<file path="config.mk">
export PLATFORM = sky130hd
export DESIGN_NAME = conv_result_reader
export DESIGN_NICKNAME = d
export VERILOG_FILES = /design/src/rtl/conv_pkg.sv /design/src/rtl/stream_fifo2.sv /design/src/rtl/conv_result_reader.sv
export SDC_FILE = /design/constraint.sdc
export NUM_CORES = 1
export LEC_CHECK = 0
export ABC_AREA = 1
export ABC_CLOCK_PERIOD_IN_PS = 3000
export CAP_MARGIN = 20
export CORE_ASPECT_RATIO = 0.5
export CORE_MARGIN = 4
export CORE_UTILIZATION = 30
export DETAILED_ROUTE_END_ITERATION = 10
export SYNTH_ARGS = -nofsm -noshare
export SYNTH_HDL_FRONTEND = slang
export SYNTH_SLANG_ARGS = --single-unit
</file>
<file path="constraint.sdc">
create_clock -name clk -period 3 [get_ports clk]
set_input_delay 0.6 -clock clk [delete_from_list [all_inputs] [get_ports clk]]
set_output_delay 0.6 -clock clk [all_outputs]
set_load 0.03 [all_outputs]
</file>
<file path="src/rtl/conv_pkg.sv">
// conv_pkg: shared helpers for the convolution result path.
//   - o_size / total_words : geometry of the result frame
//   - chan_width           : width of a channel index (at least 1)
//   - state_t              : read-out FSM encoding (IDLE=0, READ=1, DRAIN=2, DONE=3)
package conv_pkg;

    typedef enum logic [1:0] {
        IDLE  = 2'd0,
        READ  = 2'd1,
        DRAIN = 2'd2,
        DONE  = 2'd3
    } state_t;

    function automatic int o_size(input int i_size, input int k_size);
        return i_size - k_size + 1;
    endfunction

    function automatic int total_words(input int i_size, input int k_size, input int k_channels);
        int o;
        o = o_size(i_size, k_size);
        return k_channels * o * o;
    endfunction

    function automatic int chan_width(input int k_channels);
        return (k_channels > 1) ? $clog2(k_channels) : 1;
    endfunction

endpackage

</file>
<file path="src/rtl/stream_fifo2.sv">
// stream_fifo2: 2-entry synchronous FIFO, head always presented on `head`.
// Ports:
//   clk, rstn        clock, synchronous active-low reset (clears entries and occ)
//   push, push_data  write one entry (caller guarantees room)
//   pop              remove head (ignored when empty)
//   head             oldest entry
//   occ              number of valid entries, 0..2
module stream_fifo2 #(
    parameter int WIDTH = 8
) (
    input  logic             clk,
    input  logic             rstn,
    input  logic             push,
    input  logic [WIDTH-1:0] push_data,
    input  logic             pop,
    output logic [WIDTH-1:0] head,
    output logic [1:0]       occ
);

    logic [WIDTH-1:0] slot0;
    logic [WIDTH-1:0] slot1;
    logic             pop_ok;

    assign pop_ok = pop && (occ != 2'd0);
    assign head   = slot0;

    always_ff @(posedge clk) begin
        if (!rstn) begin
            slot0 <= '0;
            slot1 <= '0;
            occ   <= 2'd0;
        end else begin
            if (pop_ok) begin
                // Second entry moves up to the head; a simultaneous push
                // lands directly behind whatever becomes the head.
                if (push) begin
                    if (occ == 2'd2) begin
                        slot0 <= slot1;
                        slot1 <= push_data;
                    end else begin
                        slot0 <= push_data;
                    end
                end else begin
                    slot0 <= slot1;
                end
            end else if (push) begin
                if (occ == 2'd0) slot0 <= push_data;
                else             slot1 <= push_data;
            end
            occ <= occ + {1'b0, push} - {1'b0, pop_ok};
        end
    end

endmodule

</file>
<file path="src/rtl/conv_result_reader.sv">
// conv_result_reader: after start, reads every result word from the result
// BRAM (port A, linear from BASE_ADDR) and streams it out on a valid/ready
// interface tagged with its kernel channel and an end-of-frame marker.
// Ports:
//   clk, rstn                 clock, synchronous active-low reset
//   start                     one-cycle pulse starting a read-out
//   busy, done                busy in READ/DRAIN; done pulses once at the end
//   result_bram_ena/_addra    BRAM read request (one read per ena cycle)
//   result_bram_douta         BRAM read data, one cycle after ena
//   m_data/m_chan/m_last      stream payload (head of the output buffer)
//   m_valid, m_ready          stream handshake
module conv_result_reader
    import conv_pkg::*;
#(
    parameter int I_SIZE      = 24,
    parameter int K_SIZE      = 3,
    parameter int K_CHANNELS  = 16,
    parameter int O_BIT_WIDTH = 16,
    parameter int BASE_ADDR   = 0
) (
    input  logic                                   clk,
    input  logic                                   rstn,
    input  logic                                   start,
    output logic                                   busy,
    output logic                                   done,
    output logic                                   result_bram_ena,
    output logic [15:0]                            result_bram_addra,
    input  logic [O_BIT_WIDTH-1:0]                 result_bram_douta,
    output logic signed [O_BIT_WIDTH-1:0]          m_data,
    output logic [chan_width(K_CHANNELS)-1:0]      m_chan,
    output logic                                   m_last,
    output logic                                   m_valid,
    input  logic                                   m_ready
);

    localparam int O_SIZE = o_size(I_SIZE, K_SIZE);
    localparam int O_SQ   = O_SIZE * O_SIZE;
    localparam int N      = total_words(I_SIZE, K_SIZE, K_CHANNELS);
    localparam int CW     = chan_width(K_CHANNELS);
    localparam int FW     = O_BIT_WIDTH + CW + 1;

    localparam logic [15:0]   LAST_IDX = 16'(N - 1);
    localparam logic [15:0]   POS_WRAP = 16'(O_SQ - 1);
    localparam logic [CW-1:0] CHAN_ONE = CW'(1);

    if (BASE_ADDR + N > 65536) begin : g_addr_range_chk
        $error("conv_result_reader: BASE_ADDR + N exceeds the 16-bit BRAM address space");
    end

    state_t          state, state_n;
    logic [15:0]     addr;
    logic [15:0]     rd_idx;
    logic [15:0]     pos;
    logic [CW-1:0]   chan;
    logic            inflight;
    logic            infl_last;
    logic [CW-1:0]   infl_chan;
    logic            pop;
    logic [1:0]      occ;
    logic [2:0]      pending;
    logic [FW-1:0]   head;

    assign m_valid = (occ != 2'd0);
    assign pop     = m_valid && m_ready;
    // Entries the buffer will hold once this cycle's pop and the in-flight
    // word have both landed; a new read is only issued if it will fit.
    assign pending = {1'b0, occ} + {2'b0, inflight} - {2'b0, pop};

    assign {m_last, m_chan, m_data} = head;
    assign busy              = (state == READ) || (state == DRAIN);
    assign done              = (state == DONE);
    assign result_bram_addra = addr;

    always_comb begin
        state_n         = state;
        result_bram_ena = 1'b0;
        case (state)
            IDLE:  if (start) state_n = READ;
            READ: begin
                if (pending < 3'd2) begin
                    result_bram_ena = 1'b1;
                    if (rd_idx == LAST_IDX) state_n = DRAIN;
                end
            end
            DRAIN: if (pop && m_last) state_n = DONE;
            DONE:  state_n = IDLE;
            default: state_n = IDLE;
        endcase
    end

    always_ff @(posedge clk) begin
        if (!rstn) state <= IDLE;
        else       state <= state_n;
    end

    always_ff @(posedge clk) begin
        if (!rstn) begin
            addr      <= 16'(BASE_ADDR);
            rd_idx    <= 16'd0;
            pos       <= 16'd0;
            chan      <= '0;
            inflight  <= 1'b0;
            infl_last <= 1'b0;
            infl_chan <= '0;
        end else begin
            inflight <= result_bram_ena;
            if (state == IDLE && start) begin
                addr   <= 16'(BASE_ADDR);
                rd_idx <= 16'd0;
                pos    <= 16'd0;
                chan   <= '0;
            end else if (result_bram_ena) begin
                // Tags travel with the read so they meet the data on push.
                addr      <= addr + 16'd1;
                rd_idx    <= rd_idx + 16'd1;
                infl_last <= (rd_idx == LAST_IDX);
                infl_chan <= chan;
                if (pos == POS_WRAP) begin
                    pos  <= 16'd0;
                    chan <= chan + CHAN_ONE;
                end else begin
                    pos <= pos + 16'd1;
                end
            end
        end
    end

    stream_fifo2 #(.WIDTH(FW)) u_fifo (
        .clk       (clk),
        .rstn      (rstn),
        .push      (inflight),
        .push_data ({infl_last, infl_chan, result_bram_douta}),
        .pop       (pop),
        .head      (head),
        .occ       (occ)
    );

endmodule

</file>
# --- Yosys cells after proc, flatten, opt, wreduce, memory -nomap -nowiden ---
# Cells that the tools add are included.
# Widths: inputs -> output; s select.
word_totals:
  regBits: 104
  latch_bits: 0
  ram_bits: 0
  mem_bits_ro: 0
  input_bits: 20
  wordCells: 68
  mem_count: 0
op_classes:
  addsub: 8
  multipliers: 0
  n_div: 0
  order_cmp: 1
  n_eq_ne: 12
  shifts: 0
  muxes: 18
  bitwise_logic: 2
  reduce_logical: 16
ops:
  columns: ["operator", "n"]
  rows:
  - ["$mux 21", 10]
  - ["$add 16x1->16 const B", 3]
  - ["$eq 16x13->1 const B", 1]
  - ["$eq 16x9->1 const B", 1]
  - ["$mux 16", 1]
  - ["$mux 2", 4]
  - ["$ne 2x1->1 const B", 4]
  - ["$pmux 2 s4", 1]
  - ["$eq 2x2->1 const B", 3]
  - ["$reduce_and 2->1", 3]
  - ["$reduce_bool 2->1", 3]
  - ["$add 4x1->4 const B", 1]
  - ["$logic_and 1x1->1", 4]
  - ["$logic_not 2->1", 2]
  - ["$ne 2x2->1 const B", 2]
  - ["$reduce_and 4->1", 1]
  - ["$add 2x1->3", 1]
  - ["$lt 3x2->1 const B", 1]
  - ["$reduce_and 3->1", 1]
  - ["$sub 3x1->3", 1]
  - ["$add 2x1->2", 1]
  - ["$eq 2x1->1 const B", 1]
  - ["$mux 1", 2]
  - ["$not 1->1", 2]
  - ["other kinds (3)", 3]

# --- Depth between registers and ports, before layout ---
depth:
  depth_word: 7
  ltp_mapped: 16
  depth_no_buf: 16

# --- Modules after synthesis ---
# Synthesis repeated with hierarchy kept, for this count alone.
hier_totals:
  cells_unflattened: 852
  area_unflattened_um2: 5552.8
by_module_without_submodules:
  columns: ["mod", "n_inst", "cells_per_inst", "area_each_um2", "seq_area_each_um2"]
  rows:
  - ["conv_result_reader", 1, 505, 3299.4, 1201.2]
  - ["stream_fifo2", 1, 347, 2253.4, 880.8]

# --- Worst setup path after synthesis ---
# No wires, ideal clock.
synth_path:
  path_kind: "input to output"
  startpoint: "in m_ready"
  endpoint: "out result_bram_ena"
  arrival_time_ns: 2.376
  t_required_ns: 2.400
  setup_slack_ns: 0.024
  path_stages: 11
  cell_sequence: "inv_1 nor2_1 ha_1 inv_1 ha_1 inv_1 fa_1 nand2_1 nor3_2 buf_4 buf_4"
synth_via:
  elab_chain_len: 5
synth_rtl:
  columns: ["element", "line", "source"]
  rows:
  - ["start, declared", "conv_result_reader.sv:33", "input logic m_ready"]
  - ["$logic_and 1x1->1", "conv_result_reader.sv:64", "assign pop = m_valid && m_ready;"]
  - ["$sub 3x1->3", "conv_result_reader.sv:67", "assign pending = {1'b0, occ} + {2'b0, inflight} - {2'b0, pop};"]
  - ["$lt 3x2->1", "conv_result_reader.sv:80", "if (pending < 3'd2) begin"]
  - ["$mux 1", "conv_result_reader.sv:80", null]
  - ["$mux 1", "conv_result_reader.sv:77", "case (state)"]
  - ["end, declared", "conv_result_reader.sv:26", "output logic result_bram_ena,"]
# Every way passes these cells.

# --- Final worst setup path ---
# Same ends and word-level chain as after synthesis.

==> summary.md <==
| Metric | Value |
|---|---|
| Status | `completed` |
| Tcrit/Tclk final | `0.974` |
| Crit path time final | `2920 ps` |
| Cell variety after synth | `27` |
| Final Hold Vio Count | `0` |
| Clock skew | `7.56 ps` |
| WP depth | `11` |
| # port buffers | `60` |
| Syn Inst Count | `742` |
| Worst slew pin tran | `464 ps` |
| Critical Path, Cell by Cell | `clkdlybuf4s15_2 > inv_2 > nor2_4 > ha_4 > inv_1 > ha_2 > inv_2 > fa_1 > nand2_2 > nor3_4 > buf_6` |
| Sequential Power Share | `0.335` |
| WP data arrival | `2320 ps` |
| First drt pass iteration count | `4` |
| Initial Utilization | `0.307` |
| Layout cells sized above 1 | `0.0805` |
| Synth Net Count | `774` |
| Netlist Area Pre-Place | `5030 sq um` |
| Pwr Total | `5.41 mW` |
| WL final | `12300 um` |
| H-Tree Depth | `3` |
| Sink of the worst hold path | `u_fifo.slot1[10]` |
| R2R cell count | `17` |
| Clk_lat worst skew | `350 ps` |
| IO Pins | `61` |
| Critical Path Source Type | `input port` |
| Half-perimeter wire length after placement | `8570 um` |
| Worst slew margin | `0.690` |
| Dominant synthesized flop cell | `dfxtp_1` |
| GRT Total Usage | `0.134` |
| Critical path's largest stage delay | `520 ps` |
| Largest delay share family, worst path | `adder cells` |
| Die H | `99.6 um` |
| HP Class | `reg2reg` |
| TritonCTS clock tree | `done` |
| CORE AREA | `16400 sq um` |
| Design Area, Final | `6390 sq um` |
| Area Overhead vs Synth | `27.0%` |
| Synth top area share | `0.414` |
| Final ANT Viol Nets | `0` |
| Routed vias/inst | `4.52` |
| Hold Path Origin | `u_fifo.slot1[10]` |
| Most used cell, CP | `inv_2` |
| Routed WL per cell | `11.7 um` |
| Number of synthesized flops with an enable pin | `0` |
| Grt ovf | `0` |
| Placement Cell Area | `5980 sq um` |
| Via count | `4735` |
| Critical Path RT | `2400 ps` |
| Synth Register Bits | `104` |
| Pre-CTS setup slack | `-343 ps` |
| CP Max Fanout | `2` |
| Critical path type | `in2out` |
| Seq/Total Area, Yosys | `0.414` |
| Achievable Freq | `342 MHz` |
| CP Launch Point | `m_ready` |
| Filler cell count | `1767` |
| Total CTS buffers | `9` |
| DRC viols | `0` |
| Internal power | `3.28 mW` |
| Largest area contributor in the netlist | `dfxtp_1` |
| Maxcap violations | `0` |
| Antenna violations before repair | `0` |
| RR Startpoint | `u_fifo.occ[1]` |
| First-pass GRT wire length | `20900 um` |
| Terminus of the critical flop-to-flop path | `pos[10]` |
| Setup violations, final | `0` |
| Die Wd | `191 um` |
| Root Buffer | `clkbuf_16` |
| Synth area leaders | `dfxtp_1, nand2_1, a21oi_1` |
| CP max stage cell | `fa_1` |
| TritonCTS Sinks | `104` |
| Clk pin slew, worst setup/hold paths | `70 ps` |
| Slew Limit Fails | `0` |
| Final WS setup | `79.3 ps` |
| Pwr/cell area | `846 nW/um^2` |
| Vias in the first global route | `4491` |
| Sw Share | `0.394` |
| Avg Cell Area, Syn | `6.78 sq um` |
| Combinational share of power | `0.438` |
| Pin count of the biggest net entering global routing | `51` |
| Row cnt | `33` |
| GP Congestion | `0.854` |
| Post-Route Setup TNS | `0 ps` |
| Clk pwr share | `0.227` |
| Asr flop ratio synth | `0` |
| Worst IR Drop VDD | `361 uV` |
| Static leakage | `2.45 nW` |
| Final net count | `847` |
| YS warnings | `0` |
| Cell count of the worst hold path | `2` |
| Die area | `19000 sq um` |
| # diodes | `0` |
| CP Capture Type | `output port` |
| Max Buffers Root-to-Sink | `2` |
| Flop2flop setup slack | `320 ps` |
| DR iter-0 viols | `224` |
| Sw Pwr | `2.13 mW` |
| CP Buf/Inv Count | `5` |
==> cell usage in the layout, fill, tap and decap left out, types with 9 or more instances in the layout <==
master	instances
nor3_1	15
ha_1	9
nor2_1	94
nand3_1	37
clkbuf_16	9
nand2_1	151
o21ai_0	75
nand4_1	12
dfxtp_1	102
inv_1	96
a21oi_1	81
clkdlybuf4s50_1	58
buf_4	28
==> what timing repair did <==
item | CTS | global route
endpoints found under the setup margin | 1 | 1
buffers inserted | 2 | 5
resized for setup | 13 | 4
pin swaps | 6 | 6
hold buffers | 0 | 0
endpoints found under the hold margin | 0 | 0
==> per-layer routing <==
metal	share of wire	GRT usage
met2	0.44	0.217
met5	0	0
met4	0.0070	0.0353
met3	0.050	0.0365
met1	0.50	0.179
==> cell type report <==
cell class	instances	area (sq um)	share of cell area
Multi-Input combinational cell	511	2500	0.392
Tap cell	227	284	0.0444
Inverter	100	375	0.0587
Sequential cell	104	2090	0.327
Clock inverter	5	63.8	0.00998
Timing Repair Buffer	89	833	0.130
Clock buffer	11	243	0.0380
==> flip-flops by register name (all words and copies together) (netlist names) <==
signal	count
infl_last	1
state	2
u_fifo.head	21
inflight	1
u_fifo.occ	2
infl_chan	4
u_fifo.slot1	21
result_bram_addra	16
rd_idx	16
chan	4
pos	16
==> worst max-delay path by stage <==
stage                       to
6_report       result_bram_ena
4_1_cts        result_bram_ena
3_5_place_dp            pos[5]
5_1_grt        result_bram_ena
3_3_place_gp            pos[9]
2_1_floorplan  result_bram_ena
==> cells by family (layout without fill, tap and decap cells) <==
| family | count (synthesis) | after routing | synth area share |
|---|---|---|---|
| AO/OA/AOI/OAI | 161 | 161 | 0.163 |
| XOR/XNOR | 10 | 10 | 0.0174 |
| adder cells (fa/ha/maj) | 12 | 12 | 0.0313 |
| buffers and inverters | 127 | 205 | 0.0980 |
| flip-flops | 104 | 104 | 0.414 |
| AND/OR/NAND/NOR | 328 | 328 | 0.277 |
==> Yosys cell counts, types with 4 or more instances <==
cell / number
nand3_1: 37
xor2_1: 5
a21oi_1: 81
nand3b_1: 5
and3_1: 4
clkbuf_1: 18
buf_2: 7
nor2_1: 95
xnor2_1: 5
dfxtp_1: 104
o21ai_0: 75
nand2_1: 152
nor3_1: 15
nand4_1: 12
inv_1: 98
ha_1: 11
==> power by group through the flow <==
| stage | clock network (mW) | registers, mW | logic (mW) |
|---|---|---|---|
| 3_3_place_gp | 0 | 1.83 | 2.21 |
| 2_1_floorplan | 0 | 2.11 | 1.11 |
| 5_1_grt | 1.34 | 1.86 | 2.61 |
| 3_5_place_dp | 0 | 1.83 | 2.24 |
| 6_report | 1.23 | 1.81 | 2.37 |
| 4_1_cts | 1.28 | 1.81 | 2.31 |
==> worst min-delay path: cells and delay by family (launching register included) <==
| family | cells | cell delay (ps) |
|---|---|---|
| buffers and inverters | 1 | 40 |
| DFF | 1 | 310 |
| AOI/OAI and AO/OA | 1 | 50 |
==> per-stage QoR <==
| stage | utilization | cells | hold slack, ps |
|---|---|---|---|
| floorplan | - | 742 | 420 |
| global placement | 0.365 | 1024 | 429 |
| detailed placement | 0.365 | 1024 | 433 |
| CTS | 0.386 | 1042 | 444 |
| global route | 0.390 | 1047 | 459 |
| finish | 0.390 | 1047 | 443 |
No activity file was read; power rests on OpenSTA's default activity.
